$ cat src/rtl/jtcps1_dma_if.sv
// jtcps1_dma_if - bundle of every signal the CPS-A DMA block exchanges with
// the outside world: CPU register-write port, vertical blank, the 68000 bus
// handshake, the VRAM read port, the video buffer write port and the
// latched PPU registers.
//   master : the DMA block (drives busreq, VRAM request, buffer writes, regs)
//   slave  : the surrounding system (CPU, bus arbiter, VRAM, buffers)
interface jtcps1_dma_if;
    // CPU register window
    logic        cpu_cen;
    logic        ppu1_cs;
    logic [4:0]  addr;
    logic [15:0] cpu_dout;
    logic        UDSWn;
    logic        LDSWn;
    logic        LVBL;
    // 68000 bus handshake
    logic        busreq;
    logic        busack;
    // VRAM read port
    logic [16:0] vram_addr;
    logic        vram_cs;
    logic [15:0] vram_data;
    logic        vram_ok;
    // video buffer write port
    logic        buf_we;
    logic        buf_sel;
    logic [11:0] buf_addr;
    logic [15:0] buf_data;
    // PPU registers
    logic [15:0] obj_base, scr1_base, scr2_base, scr3_base, row_base, pal_base;
    logic [15:0] scr1_x, scr1_y, scr2_x, scr2_y, scr3_x, scr3_y;

    modport master (
        input  cpu_cen, ppu1_cs, addr, cpu_dout, UDSWn, LDSWn, LVBL,
        input  busack, vram_data, vram_ok,
        output busreq, vram_addr, vram_cs,
        output buf_we, buf_sel, buf_addr, buf_data,
        output obj_base, scr1_base, scr2_base, scr3_base, row_base, pal_base,
        output scr1_x, scr1_y, scr2_x, scr2_y, scr3_x, scr3_y
    );

    modport slave (
        output cpu_cen, ppu1_cs, addr, cpu_dout, UDSWn, LDSWn, LVBL,
        output busack, vram_data, vram_ok,
        input  busreq, vram_addr, vram_cs,
        input  buf_we, buf_sel, buf_addr, buf_data,
        input  obj_base, scr1_base, scr2_base, scr3_base, row_base, pal_base,
        input  scr1_x, scr1_y, scr2_x, scr2_y, scr3_x, scr3_y
    );
endinterface

$ cat src/rtl/jtcps1_dma.sv
// jtcps1_dma - CPS-A register file and frame DMA engine.
// Latches CPU writes to the PPU register window and, once per frame (LVBL
// falling) or on a palette-base write, takes the 68000 bus and copies the
// object table / palette from VRAM into the internal video buffers.
// Ports:
//   clk  - system clock
//   rst  - asynchronous, active-high reset
//   bus  - jtcps1_dma_if.master: CPU writes, LVBL, busreq/busack, VRAM read
//          port, buffer write port and the twelve PPU registers
module jtcps1_dma #(
    parameter int OBJ_LEN = 1024,   // words per object-table copy
    parameter int PAL_LEN = 3072    // words per palette copy
) (
    input  logic          clk,
    input  logic          rst,
    jtcps1_dma_if.master  bus
);
    typedef enum logic [2:0] {IDLE, REQ, ADDR, WAIT, REL} state_t;

    state_t      r_state, w_next;
    logic [15:0] r_regs [12];
    logic        r_lvbl_l, r_obj_pend, r_pal_pend, r_sel;
    logic [16:0] r_src;
    logic [11:0] r_cnt;
    logic        r_buf_we, r_buf_sel;
    logic [11:0] r_buf_addr;
    logic [15:0] r_buf_data;

    logic        w_wr, w_pal_wr, w_lvbl_fall, w_last;
    logic        w_start, w_latch, w_busreq, w_vram_cs;
    logic [15:0] w_base;
    logic [11:0] w_len_m1;

    assign w_wr        = bus.cpu_cen & bus.ppu1_cs & (~bus.UDSWn | ~bus.LDSWn);
    assign w_pal_wr    = w_wr && (bus.addr == 5'd5);
    assign w_lvbl_fall = r_lvbl_l & ~bus.LVBL;
    assign w_base      = r_obj_pend ? r_regs[0] : r_regs[5];
    assign w_len_m1    = r_sel ? 12'(PAL_LEN - 1) : 12'(OBJ_LEN - 1);
    assign w_last      = (r_cnt == w_len_m1);

    // Register file, one byte lane at a time; indices 12-31 fall through.
    always_ff @(posedge clk or posedge rst) begin
        if (rst) begin
            for (int i = 0; i < 12; i++) r_regs[i] <= '0;
        end else begin
            for (int i = 0; i < 12; i++) begin
                if (w_wr && bus.addr == 5'(i)) begin
                    if (!bus.UDSWn) r_regs[i][15:8] <= bus.cpu_dout[15:8];
                    if (!bus.LDSWn) r_regs[i][7:0]  <= bus.cpu_dout[7:0];
                end
            end
        end
    end

    always_comb begin
        w_next    = r_state;
        w_busreq  = 1'b0;
        w_vram_cs = 1'b0;
        w_start   = 1'b0;
        w_latch   = 1'b0;
        case (r_state)
            IDLE: if (r_obj_pend || r_pal_pend) begin
                w_next  = REQ;
                w_start = 1'b1;
            end
            REQ: begin
                w_busreq = 1'b1;
                if (bus.busack) w_next = ADDR;
            end
            ADDR: begin
                // vram_ok is ignored here: it may still belong to the
                // previous word.
                w_busreq = 1'b1;
                if (bus.busack) begin
                    w_vram_cs = 1'b1;
                    w_next    = WAIT;
                end
            end
            WAIT: begin
                w_busreq = 1'b1;
                if (!bus.busack) begin
                    // Grant lost: park in ADDR so the same word is re-read
                    // once the bus returns, behind the stale-ok guard.
                    w_next = ADDR;
                end else begin
                    w_vram_cs = 1'b1;
                    if (bus.vram_ok) begin
                        w_latch = 1'b1;
                        w_next  = w_last ? REL : ADDR;
                    end
                end
            end
            REL: if (!bus.busack) w_next = IDLE;
            default: w_next = IDLE;
        endcase
    end

    always_ff @(posedge clk or posedge rst) begin
        if (rst) begin
            r_state    <= IDLE;
            r_lvbl_l   <= 1'b0;
            r_obj_pend <= 1'b0;
            r_pal_pend <= 1'b0;
            r_sel      <= 1'b0;
            r_src      <= '0;
            r_cnt      <= '0;
            r_buf_we   <= 1'b0;
            r_buf_sel  <= 1'b0;
            r_buf_addr <= '0;
            r_buf_data <= '0;
        end else begin
            r_state  <= w_next;
            r_lvbl_l <= bus.LVBL;
            r_buf_we <= 1'b0;
            // A new request in the same clk as the clear wins, so it is
            // served by a later transfer.
            r_obj_pend <= w_lvbl_fall | (r_obj_pend & ~w_start);
            r_pal_pend <= w_pal_wr | (r_pal_pend & ~(w_start & ~r_obj_pend));
            if (w_start) begin
                r_sel <= ~r_obj_pend;
                r_src <= {w_base[9:0], 7'd0};
                r_cnt <= '0;
            end
            if (w_latch) begin
                r_buf_we   <= 1'b1;
                r_buf_sel  <= r_sel;
                r_buf_addr <= r_cnt;
                r_buf_data <= bus.vram_data;
                if (!w_last) r_cnt <= r_cnt + 12'd1;
            end
        end
    end

    assign bus.busreq    = w_busreq;
    assign bus.vram_cs   = w_vram_cs;
    assign bus.vram_addr = r_src + {5'd0, r_cnt};
    assign bus.buf_we    = r_buf_we;
    assign bus.buf_sel   = r_buf_sel;
    assign bus.buf_addr  = r_buf_addr;
    assign bus.buf_data  = r_buf_data;

    assign bus.obj_base  = r_regs[0];
    assign bus.scr1_base = r_regs[1];
    assign bus.scr2_base = r_regs[2];
    assign bus.scr3_base = r_regs[3];
    assign bus.row_base  = r_regs[4];
    assign bus.pal_base  = r_regs[5];
    assign bus.scr1_x    = r_regs[6];
    assign bus.scr1_y    = r_regs[7];
    assign bus.scr2_x    = r_regs[8];
    assign bus.scr2_y    = r_regs[9];
    assign bus.scr3_x    = r_regs[10];
    assign bus.scr3_y    = r_regs[11];
endmodule

$ cat src/flat_wrapper.sv
// flat-port wrapper written by rule: the top's interface ports become plain ports
module jtcps1_dma_flat 
#(
    parameter int OBJ_LEN = 1024,                                 
    parameter int PAL_LEN = 3072                             
)
  (clk, rst, bus_cpu_cen, bus_ppu1_cs, bus_addr, bus_cpu_dout, bus_UDSWn, bus_LDSWn, bus_LVBL, bus_busack, bus_vram_data, bus_vram_ok, bus_busreq, bus_vram_addr, bus_vram_cs, bus_buf_we, bus_buf_sel, bus_buf_addr, bus_buf_data, bus_obj_base, bus_scr1_base, bus_scr2_base, bus_scr3_base, bus_row_base, bus_pal_base, bus_scr1_x, bus_scr1_y, bus_scr2_x, bus_scr2_y, bus_scr3_x, bus_scr3_y);
  jtcps1_dma_if bus_i ();
  input  logic clk;
  input  logic rst;
  input wire logic [$bits(bus_i.cpu_cen)-1:0] bus_cpu_cen;
  input wire logic [$bits(bus_i.ppu1_cs)-1:0] bus_ppu1_cs;
  input wire logic [$bits(bus_i.addr)-1:0] bus_addr;
  input wire logic [$bits(bus_i.cpu_dout)-1:0] bus_cpu_dout;
  input wire logic [$bits(bus_i.UDSWn)-1:0] bus_UDSWn;
  input wire logic [$bits(bus_i.LDSWn)-1:0] bus_LDSWn;
  input wire logic [$bits(bus_i.LVBL)-1:0] bus_LVBL;
  input wire logic [$bits(bus_i.busack)-1:0] bus_busack;
  input wire logic [$bits(bus_i.vram_data)-1:0] bus_vram_data;
  input wire logic [$bits(bus_i.vram_ok)-1:0] bus_vram_ok;
  output wire logic [$bits(bus_i.busreq)-1:0] bus_busreq;
  output wire logic [$bits(bus_i.vram_addr)-1:0] bus_vram_addr;
  output wire logic [$bits(bus_i.vram_cs)-1:0] bus_vram_cs;
  output wire logic [$bits(bus_i.buf_we)-1:0] bus_buf_we;
  output wire logic [$bits(bus_i.buf_sel)-1:0] bus_buf_sel;
  output wire logic [$bits(bus_i.buf_addr)-1:0] bus_buf_addr;
  output wire logic [$bits(bus_i.buf_data)-1:0] bus_buf_data;
  output wire logic [$bits(bus_i.obj_base)-1:0] bus_obj_base;
  output wire logic [$bits(bus_i.scr1_base)-1:0] bus_scr1_base;
  output wire logic [$bits(bus_i.scr2_base)-1:0] bus_scr2_base;
  output wire logic [$bits(bus_i.scr3_base)-1:0] bus_scr3_base;
  output wire logic [$bits(bus_i.row_base)-1:0] bus_row_base;
  output wire logic [$bits(bus_i.pal_base)-1:0] bus_pal_base;
  output wire logic [$bits(bus_i.scr1_x)-1:0] bus_scr1_x;
  output wire logic [$bits(bus_i.scr1_y)-1:0] bus_scr1_y;
  output wire logic [$bits(bus_i.scr2_x)-1:0] bus_scr2_x;
  output wire logic [$bits(bus_i.scr2_y)-1:0] bus_scr2_y;
  output wire logic [$bits(bus_i.scr3_x)-1:0] bus_scr3_x;
  output wire logic [$bits(bus_i.scr3_y)-1:0] bus_scr3_y;
  assign bus_i.cpu_cen = bus_cpu_cen;
  assign bus_i.ppu1_cs = bus_ppu1_cs;
  assign bus_i.addr = bus_addr;
  assign bus_i.cpu_dout = bus_cpu_dout;
  assign bus_i.UDSWn = bus_UDSWn;
  assign bus_i.LDSWn = bus_LDSWn;
  assign bus_i.LVBL = bus_LVBL;
  assign bus_i.busack = bus_busack;
  assign bus_i.vram_data = bus_vram_data;
  assign bus_i.vram_ok = bus_vram_ok;
  assign bus_busreq = bus_i.busreq;
  assign bus_vram_addr = bus_i.vram_addr;
  assign bus_vram_cs = bus_i.vram_cs;
  assign bus_buf_we = bus_i.buf_we;
  assign bus_buf_sel = bus_i.buf_sel;
  assign bus_buf_addr = bus_i.buf_addr;
  assign bus_buf_data = bus_i.buf_data;
  assign bus_obj_base = bus_i.obj_base;
  assign bus_scr1_base = bus_i.scr1_base;
  assign bus_scr2_base = bus_i.scr2_base;
  assign bus_scr3_base = bus_i.scr3_base;
  assign bus_row_base = bus_i.row_base;
  assign bus_pal_base = bus_i.pal_base;
  assign bus_scr1_x = bus_i.scr1_x;
  assign bus_scr1_y = bus_i.scr1_y;
  assign bus_scr2_x = bus_i.scr2_x;
  assign bus_scr2_y = bus_i.scr2_y;
  assign bus_scr3_x = bus_i.scr3_x;
  assign bus_scr3_y = bus_i.scr3_y;
  jtcps1_dma #(.OBJ_LEN(OBJ_LEN), .PAL_LEN(PAL_LEN)) u_core (.clk(clk), .rst(rst), .bus(bus_i));
endmodule
$ cat config.mk
export PLATFORM = sky130hd
export DESIGN_NAME = jtcps1_dma_flat
export DESIGN_NICKNAME = d
export VERILOG_FILES = /design/src/rtl/jtcps1_dma_if.sv /design/src/rtl/jtcps1_dma.sv /design/src/flat_wrapper.sv
export SDC_FILE = /design/constraint.sdc
export NUM_CORES = 1
export LEC_CHECK = 0
export BUFFER_PORTS_ARGS = -buffer_cell sky130_fd_sc_hd__buf_2
export CORE_MARGIN = 1
export CORE_UTILIZATION = 44
export CTS_BUF_LIST = sky130_fd_sc_hd__clkbuf_8
export CTS_CLUSTER_DIAMETER = 40
export DETAILED_ROUTE_END_ITERATION = 7
export PLACE_DENSITY_LB_ADDON = 0.3
export SETUP_SLACK_MARGIN = 0.1
export SYNTH_ARGS = -nofsm -noshare
export SYNTH_HDL_FRONTEND = slang
export SYNTH_SLANG_ARGS = --single-unit
$ cat constraint.sdc
create_clock -name clk -period 20.4 [get_ports clk]
set_input_delay 2.04 -clock clk [delete_from_list [all_inputs] [get_ports clk]]
set_output_delay 2.04 -clock clk [all_outputs]
set_load 0.03 [all_outputs]
==> summary.md <==
| Metric | Value |
|---|---|
| Outcome | complete, no violations |
| RSZ-0062 raised after global routing | no |
| Slowest CP cell | dfrtp_1 |
| Drt wl/cell | 18.3 µm |
| Fmax | 0.213 GHz |
| Layout area overhead | 25.1% |
| Hold Vio Cnt, Final | 0 |
| Die area | 24,600 µm² |
| GRT Util Overall | 20.4% |
| Synth area leaders | dfrtp_1 60%, mux2_2 23%, nor2_8 2.3%, mux2i_1 1.9%, nand2_1 1.2% |
| Pre-antenna DRT Iters | 4 |
| Post-synth top flop | dfrtp_1 |
| Vias per cell | 4.97 |
| Htree depth | 2 |
| Core box area | 23,500 µm² |
| Avg Cell Area, Syn | 14.7 µm² |
| Worst Skew | 0.00943 ns |
| Synth Net Count | 768 |
| Crit Path Class | flop to output pin |
| GPL Wtd Cong | 0.805 |
| LEAKAGE | 7.43 nW |
| Post-DRT Antenna Nets | 0 |
| Slew margin rel. | 33.4% |
| First-pass GRT wire length | 38,500 µm |
| Clock slew at reported path FFs | 0.06 ns |
| Final net count | 1,062 |
| Total negative setup slack | 0 ns |
| CTS Sinks | 251 |
| Seq/Total Area, Yosys | 59.6% |
| Type of the worst min-delay path | flop to flop |
| Max cap viols | 0 |
| Vias in the first global route | 6,830 |
| Row cnt | 56 |
| Antenna diode count | 0 |
| #FFs+latches synth | 251 |
| Die Y | 157 µm |
| HPWL reported at the end of detailed placement | 17,100 µm |
| Ys async rst share | 100% |
| Tcrit/Tclk final | 23.1% |
| Clock latency on the worst-skew pair | 0.54 ns |
| Drt drc | 0 |
| TritonCTS clock tree | done |
| Finished Core Util | 56.1% |
| WP data required | 18.36 ns |
| Post-CTS Setup Bufs | 0 |
| Yosys top cell area share | 59.6% |
| Initial core utilization | 44.9% |
| Synth Instances | 715 |
| Reg2reg end | u_core.r_cnt[10] |
| Critical path endpoint category | output pin |
| Post-Route WL | 25,000 µm |
| CTS resizes | 0 |
| Critical Path, Cell by Cell | ha_1, fa_1, a211oi_1, nor2_1, o2111ai_1, xnor2_1, buf_2 |
| Layout cell share with drive strength beyond 1 | 58.2% |
| Hold-fix buffers at CTS | 0 |
| # port buffers | 286 |
| Routed vias | 6,780 |
| R2R Path Start | u_core.r_state[2] |
| Reg2Reg Setup Slack | 18.14 ns |
| Gr ovfl total | 0 |
| Total Power | 1.39 mW |
| Critical path startpoint | u_core.r_cnt[7] |
| Number of flops mapped to enable cells by yosys | 0 |
| Slew Viols, Final | 0 |
| Maximum VDD drop | 0.0646 mV |
| Clock Path Buffers | 3 |
| Largest stage delay on the critical path | 0.47 ns |
| CTS root buffer | clkbuf_8 |
| Hold Crit Start | u_core.bus.scr1_y[8] |
| Yosys warnings | 0 |
| Pin count of the biggest net entering global routing | 116 |
| Crit Path Max Fanout | 8 |
| # IOs | 287 |
| Slew @ Worst Pin | 0.999 ns |
| Initial antenna violation count | 0 |
| Cell accounting for the most synthesized area | dfrtp_1 |
| Power per cell area | 106 nW/µm² |
| Critical Path AT | 2.67 ns |
| Final setup fails | 0 |
| R2R depth | 4 |
| Iteration-0 DRC Markers | 300 |
| Crit path to | bus_vram_addr[15] |
| Die Wd | 157 µm |
| Mapped cell area | 10,500 µm² |
| Post-layout minimum cycle time | 4.71 ns |
| CTS Buf Count | 45 |
| Yosys cell types | 53 |
| Worst setup SP type | flop |
worst min path at each step:
stage | end | slack, ns | depth (start not counted)
floorplan | u_core.r_src[10] | 0.45 | 2
global placement | u_core.bus.scr3_base[12] | 0.46 | 1
detailed placement | u_core.bus.scr2_base[2] | 0.47 | 1
CTS | u_core.bus.scr2_base[2] | 0.48 | 1
global route | u_core.bus.scr2_base[2] | 0.50 | 1
finish | u_core.bus.scr1_y[8] | 0.48 | 1
through the flow:
stage               cell area (µm²)  worst slack [ns]  hold WS, ns  std cells
floorplan                     10500             11.46        0.454        715
global placement              12200             15.85        0.464       1281
detailed placement            12200             15.84        0.469       1281
CTS                           13200             15.67        0.483       1364
global route                  13200             15.50        0.502       1364
finish                        13200             15.69        0.479       1364
cell type report:
cell class	instances	area [µm²]
fillers	1991	10300
flip-flops and latches	251	6280
multi-input cells	412	4010
repair buffers	290	1460
clock buffers	62	853
well taps	319	399
clock inverters	21	126
inverters	9	41.3
Yosys cell counts, types with 4 or more instances:
library cell  instances
o21ai_0              20
ha_1                  6
nand4_1               5
or3_1                 4
buf_2                16
nor2_8               12
inv_1                 9
a21oi_1               5
nand2_1              34
clkbuf_1             19
nor2_1               13
mux2_2              211
xnor2_1               5
mux2i_1              20
dfrtp_1             251
a211oi_1              5
nor3b_1               5
mux2_1               10
buf_4                 7
nor2_4                6
nor3_1                5
report_power, final:
part,total [mW],switching (mW),internal [mW]
clock network,0.493,0.208,0.284
registers,0.601,0.0419,0.559
logic,0.297,0.198,0.0985
per-layer routing:
| layer | track usage (%) | wire length, µm | vias up |
|---|---|---|---|
| met4 | 6.96 | 636 | 0 |
| met1 | 27.2 | 10900 | 3364 |
| met3 | 5.68 | 1650 | 47 |
| met2 | 31.9 | 11700 | 229 |
| met5 | 0 | 0 | - |
| li1 | - | - | 3140 |
logic make-up after synthesis:
| family | Yosys count | synth area share [%] |
|---|---|---|
| compound gates | 44 | 2.71 |
| xor+xnor | 8 | 0.665 |
| fa+ha+maj | 7 | 0.903 |
| buf+inv | 52 | 2.29 |
| flops | 251 | 59.6 |
| mux | 241 | 25.5 |
| simple gates | 112 | 8.26 |
critical path, delay by kind of cell (launching register included):
family                   cells  cell delay (ns)
flip-flops                   1             0.47
AND/OR/NAND/NOR              1             0.10
AO/OA/AOI/OAI                2             0.46
adder cells (fa/ha/maj)      2             0.71
buffers and inverters        1             0.22
XOR/XNOR                     1             0.16
cells in the final DEF, fill, tap and decap left out, drive strengths merged, types with 5 or more instances in the layout:
cell | netlist | final
a211oi | 5 | 5
a21oi | 6 | 6
buf | 24 | 290
clkbuf | 19 | 62
clkinv | 0 | 11
dfrtp | 251 | 251
ha | 6 | 6
inv | 9 | 16
mux2 | 221 | 221
mux2i | 20 | 20
nand2 | 35 | 35
nand3 | 5 | 5
nand4 | 6 | 6
nor2 | 31 | 31
nor3 | 5 | 5
nor3b | 5 | 5
o21ai | 20 | 20
xnor2 | 5 | 5
No activity file was read; power rests on OpenSTA's default activity.
